## src/rtl/moore_seq_tx.sv

```systemverilog
// moore_seq_tx: serial stimulus transmitter for the Moore sequence detector.
//
// A burst is requested with start while idle. The pattern, length and repeat
// count are latched into shadow registers, then bits [len-1:0] of the pattern
// are shifted out MSB-first on x1, one bit per clock. Repeats are separated
// by GAP idle cycles (x1=0, tx_valid=0). A one-cycle done pulse ends the burst.
// A start with an illegal length is rejected with a one-cycle err pulse.
//
// Optional feature (macro MOORE_SEQ_TX_DET_COUNT_EN): det_count counts clocks
// with z1=1 while busy, saturating, cleared on reset and on an accepted start.
// Without the macro det_count is tied to 0 and z1 is unused.
//
// Ports:
//   clk        clock, rising edge
//   rst        synchronous active-high reset
//   start      burst request, sampled only in IDLE
//   pattern    bits to send, bit len-1 first
//   len        bits per repeat, legal 1..PAT_W
//   reps       number of repeats, 0 treated as 1
//   z1         detector output (used only with the counter feature)
//   x1         registered serial bit to the detector
//   tx_valid   x1 carries a pattern bit
//   busy       high from accept through the done cycle
//   done       one-cycle end-of-burst pulse
//   err        one-cycle rejected-start pulse
//   det_count  z1 pulses counted during the current or last burst
module moore_seq_tx #(
  parameter int PAT_W = 8,
  parameter int LEN_W = 4,
  parameter int REP_W = 4,
  parameter int GAP   = 2,
  parameter int CNT_W = 8
) (
  input  logic             clk,
  input  logic             rst,
  input  logic             start,
  input  logic [PAT_W-1:0] pattern,
  input  logic [LEN_W-1:0] len,
  input  logic [REP_W-1:0] reps,
  input  logic             z1,
  output logic             x1,
  output logic             tx_valid,
  output logic             busy,
  output logic             done,
  output logic             err,
  output logic [CNT_W-1:0] det_count
);

  localparam int IDX_W = (PAT_W > 1) ? $clog2(PAT_W) : 1;
  localparam int GAP_W = (GAP > 1) ? $clog2(GAP) : 1;

  typedef enum logic [1:0] {
    S_IDLE,
    S_SEND,
    S_GAP,
    S_DONE
  } state_t;

  state_t             state_reg, state_next;
  logic [PAT_W-1:0]   pat_reg, pat_next;
  logic [LEN_W-1:0]   len_reg, len_next;
  logic [REP_W-1:0]   rep_left_reg, rep_left_next;
  logic [IDX_W-1:0]   idx_reg, idx_next;
  logic [GAP_W-1:0]   gap_cnt_reg, gap_cnt_next;
  logic               x1_reg, x1_next;
  logic               tx_valid_reg, tx_valid_next;
  logic               busy_reg, busy_next;
  logic               done_reg, done_next;
  logic               err_reg, err_next;

  logic               len_ok;
  logic               accept;
  logic [IDX_W-1:0]   start_idx;
  logic [IDX_W-1:0]   reload_idx;
  logic [IDX_W-1:0]   idx_dec;

  assign len_ok     = (len != '0) && (len <= LEN_W'(PAT_W));
  assign start_idx  = IDX_W'(len - 1'b1);
  assign reload_idx = IDX_W'(len_reg - 1'b1);
  assign idx_dec    = idx_reg - 1'b1;

  always_ff @(posedge clk) begin
    if (rst) begin
      state_reg    <= S_IDLE;
      pat_reg      <= '0;
      len_reg      <= '0;
      rep_left_reg <= '0;
      idx_reg      <= '0;
      gap_cnt_reg  <= '0;
      x1_reg       <= 1'b0;
      tx_valid_reg <= 1'b0;
      busy_reg     <= 1'b0;
      done_reg     <= 1'b0;
      err_reg      <= 1'b0;
    end else begin
      state_reg    <= state_next;
      pat_reg      <= pat_next;
      len_reg      <= len_next;
      rep_left_reg <= rep_left_next;
      idx_reg      <= idx_next;
      gap_cnt_reg  <= gap_cnt_next;
      x1_reg       <= x1_next;
      tx_valid_reg <= tx_valid_next;
      busy_reg     <= busy_next;
      done_reg     <= done_next;
      err_reg      <= err_next;
    end
  end

  // idx_reg always names the bit currently on x1; the next-state logic
  // registers the following bit so x1 stays a clean flop output.
  always_comb begin
    state_next    = state_reg;
    pat_next      = pat_reg;
    len_next      = len_reg;
    rep_left_next = rep_left_reg;
    idx_next      = idx_reg;
    gap_cnt_next  = gap_cnt_reg;
    x1_next       = 1'b0;
    tx_valid_next = 1'b0;
    busy_next     = 1'b0;
    done_next     = 1'b0;
    err_next      = 1'b0;
    accept        = 1'b0;

    unique case (state_reg)
      S_IDLE: begin
        if (start) begin
          if (len_ok) begin
            accept        = 1'b1;
            pat_next      = pattern;
            len_next      = len;
            rep_left_next = (reps == '0) ? REP_W'(1) : reps;
            idx_next      = start_idx;
            x1_next       = pattern[start_idx];
            tx_valid_next = 1'b1;
            busy_next     = 1'b1;
            state_next    = S_SEND;
          end else begin
            err_next = 1'b1;
          end
        end
      end

      S_SEND: begin
        busy_next = 1'b1;
        if (idx_reg == '0) begin
          if (rep_left_reg > REP_W'(1)) begin
            rep_left_next = rep_left_reg - 1'b1;
            if (GAP > 0) begin
              gap_cnt_next = GAP_W'((GAP > 0) ? GAP - 1 : 0);
              state_next   = S_GAP;
            end else begin
              // No gap: the next repeat starts with no bubble.
              idx_next      = reload_idx;
              x1_next       = pat_reg[reload_idx];
              tx_valid_next = 1'b1;
            end
          end else begin
            done_next  = 1'b1;
            state_next = S_DONE;
          end
        end else begin
          idx_next      = idx_dec;
          x1_next       = pat_reg[idx_dec];
          tx_valid_next = 1'b1;
        end
      end

      S_GAP: begin
        busy_next = 1'b1;
        if (gap_cnt_reg == '0) begin
          idx_next      = reload_idx;
          x1_next       = pat_reg[reload_idx];
          tx_valid_next = 1'b1;
          state_next    = S_SEND;
        end else begin
          gap_cnt_next = gap_cnt_reg - 1'b1;
        end
      end

      S_DONE: begin
        state_next = S_IDLE;
      end

      default: begin
        state_next = S_IDLE;
      end
    endcase
  end

  assign x1       = x1_reg;
  assign tx_valid = tx_valid_reg;
  assign busy     = busy_reg;
  assign done     = done_reg;
  assign err      = err_reg;

`ifdef MOORE_SEQ_TX_DET_COUNT_EN
  logic [CNT_W-1:0] det_count_reg;

  always_ff @(posedge clk) begin
    if (rst) begin
      det_count_reg <= '0;
    end else if (accept) begin
      det_count_reg <= '0;
    end else if (z1 && busy_reg && (det_count_reg != '1)) begin
      det_count_reg <= det_count_reg + 1'b1;
    end
  end

  assign det_count = det_count_reg;
`else
  logic unused_z1;
  assign unused_z1 = z1;
  assign det_count = '0;
`endif

endmodule

```

## config.mk

```make
export PLATFORM = sky130hd
export DESIGN_NAME = moore_seq_tx
export DESIGN_NICKNAME = d
export VERILOG_FILES = /design/src/rtl/moore_seq_tx.sv
export SDC_FILE = /design/constraint.sdc
export NUM_CORES = 1
export LEC_CHECK = 0
export ABC_AREA = 0
export BUFFER_PORTS_ARGS = -buffer_cell sky130_fd_sc_hd__buf_2
export CORE_ASPECT_RATIO = 0.5
export CORE_MARGIN = 4
export CORE_UTILIZATION = 35
export CTS_BUF_LIST = sky130_fd_sc_hd__clkbuf_4
export CTS_CLUSTER_DIAMETER = 120
export CTS_CLUSTER_SIZE = 24
export DETAILED_ROUTE_END_ITERATION = 6
export GPL_ROUTABILITY_DRIVEN = 0
export GPL_TIMING_DRIVEN = 0
export MAX_ROUTING_LAYER = met4
export PLACE_DENSITY = 0.62
export SYNTH_ARGS = -nofsm -noshare
export SYNTH_HDL_FRONTEND = slang
export SYNTH_SLANG_ARGS = --single-unit
```

## constraint.sdc

```tcl
create_clock -name clk -period 5.35 [get_ports clk]
set_clock_uncertainty 0.1 [all_clocks]
set_input_delay 1.07 -clock clk [delete_from_list [all_inputs] [get_ports clk]]
set_output_delay 1.07 -clock clk [all_outputs]
set_load 0.03 [all_outputs]
```

==> impl_metrics.toml <==
[run_status]
status = "completed"

[synthesis]
ys_warn_count = 0
synth_xor_area_frac = 0.0378
synth_cells = 187
synth_ff_type = "dfxtp_1"
synth_top_family_by_area = "compound AO/OA/AOI/OAI gates"
synth_edf_count = 0
synth_fa_ha_area_frac = 0.0756
synth-seq-area-share = 0.315
avgSynthCellArea_sq_um = 8.85
yosysUniqueCellTypes = 45
synthMuxAreaShare = 0.148
postSynthRegisterBits = 26
synthArstFlopShare = 0
synth_compound_area_frac = 0.169
synth_area_sq_mm = 0.00165
yosys.area_share.simple = 0.166

[layout]
syn_to_final_growth_pct = 14.8
diodes = 0
finalInstanceArea_sq_mm = 0.00190
final_common_cell = "dfxtp_1"
largest_register_ffs = 8
drive_gt1_frac = 0.209
final_cell_mix = "26 x dfxtp_1, 23 x buf_2, 23 x nor2_1"
fillers = 471
final_nets = 251

[pwr]
p_clk_frac = 0.105
power.leakage_uw = 0.000782
cellPowerDensity_mw_per_mm2 = 444
comb_power_share = 0.559
switching_share = 0.460
p_seq_frac = 0.336
p_int_uw = 455
ir_drop_v = 0.000114
p_sw_uw = 388
power.total_uw = 843

[critical_path]
arrival_ns = 2.98
r2r_setup_slack_ns = 3.07
r2r-start = "len_reg[0]"
critical_path_required_ns = 5.48
r2r_cells = 6
worstSetupPathType = "in -> reg"
startpoint_type = "input port"
worstPathMaxFanout = 3
cp-end-kind = "register"
rr_endpoint = "x1"

[placement]
place_ws_ns = 2.15
portBuffers = 22
placedInstanceArea_sq_mm = 0.00187
place_hpwl_microns = 3080

[route]
vias_per_cell = 5.11
dr.pass1.iters = 5
ant_nets = 0
routed_wl_microns = 3860
drtIter0Drc = 87
avgRoutedWirePerCell_microns = 13.5
drc = 0
vias = 1461

[floorplan]
rows = 17
fp.dieH_microns = 56.6
fp.coreArea_sq_mm = 0.00449
start_util = 0.369
die_w_microns = 105
dieArea_sq_mm = 0.00596
ioPinCount = 33

[sta]
finalWorstSetupSlack_ns = 2.50
hold_violations = 0
finalSetupViolations = 0
rsz0062_at_grt = "false"
min_period_over_period = 0.532
finalSetupTns_ns = 0
hold_slack_ns = 0.410
drv_slew = 0
fmax_ghz = 0.351
period_needed_ns = 2.85

[clock_network]
postCtsSetupRepairBufs = 0
cts.sinks = 26
hold_buffers = 0
cts_tree = "yes"
clk_path_buf_depth = 2
clockRootBuffer = "clkbuf_4"
cts.clk_slew.worst_paths_ns = 0.15
clk_latency_ns = 0.34
h-tree-depth = 1
cts_buffers = 3
post_cts_resized = 0

[global_routing]
grt_pass1_wl_microns = 6550
grt_max_degree = 15
grt.busiest_layer = "met2"
grt_use_met1 = 0.193
grt-ovfl-total = 0
globalRouteMet3Util = 0.0390
track_usage = 0.137
first_global_vias = 1396
use_met2 = 0.197
antenna_found_initial = 0

[hold_path]
hold_start = "rep_left_reg[1]"
hp-class = "reg -> reg"
whs_path_depth = 2
hold_end = "rep_left_reg[1]"

[job]
drv_cap = 0
==> layout make-up <==
type                            instances  area (sq um)  share of cell area
Buffer                                 14          83.8              0.0441
Clock buffer                            3          22.5              0.0119
Clock inverter                          1          3.75             0.00198
Inverter                               16          60.1              0.0316
Multi-Input combinational cell        138          1020               0.535
Sequential cell                        26           520               0.274
Tap cell                               66          82.6              0.0435
Timing Repair Buffer                   22           110              0.0580
==> metrics by stage <==
| stage | instances | utilization |
|---|---|---|
| floorplan | 194 | - |
| global placement | 282 | 0.417 |
| detailed placement | 282 | 0.417 |
| CTS | 286 | 0.423 |
| global route | 286 | 0.423 |
| finish | 286 | 0.423 |
==> synth_stat cells, drive strengths merged, types with 2 or more instances <==
cell	number	area share
mux2i	12	0.073
nand2	8	0.018
nor3	12	0.036
o31ai	2	0.0091
o41ai	2	0.011
inv	16	0.036
mux4	5	0.068
dfxtp	26	0.31
xor2	3	0.027
nor2	24	0.056
buf	10	0.042
clkbuf	4	0.0091
nand2b	3	0.013
o21ai	6	0.018
ha	10	0.076
o221ai	2	0.011
a211oi	2	0.0091
o311ai	4	0.021
a31oi	2	0.0076
or4	2	0.0091
a21oi	10	0.030
xnor2	2	0.011
and2	2	0.0076
nand3	2	0.0061
==> critical path, stage by stage <==
cell	delay (ns)
buf_2	0.10
inv_1	0.12
ha_1	0.22
xor2_1	0.35
mux4_2	0.36
mux2_2	0.29
a211oi_1	0.38
nor3_1	0.09
==> per-layer routing <==
layer	routed length [microns]	vias to the layer above
met1	1940	675
met2	1600	54
li1	-	728
met3	292	4
met4	22	0
met5	0	-
==> power by group through the flow <==
stage	combinational [uW]	sequential (uW)	clock [uW]
2_1_floorplan	346	296	0
3_3_place_gp	461	285	0
3_5_place_dp	464	288	0
4_1_cts	467	282	92.6
5_1_grt	526	290	101
6_report	471	283	88.7
==> worst max-delay path by stage <==
stage | to | start | cells after the start | slack, ns
floorplan | x1 | len[0] | 7 | 2.60
global placement | x1 | len[0] | 8 | 2.21
detailed placement | x1 | len[0] | 8 | 2.15
CTS | x1 | len[0] | 8 | 2.53
global route | x1 | len[0] | 8 | 2.49
finish | x1 | len[0] | 8 | 2.50
==> cells by family after synthesis <==
family          after synthesis
flops                        26
fa+ha+maj                    10
xor+xnor                      5
compound gates               40
simple gates                 57
other cells                   1
buf+inv                      30
mux                          18
Power figures use the tool's default switching activity.
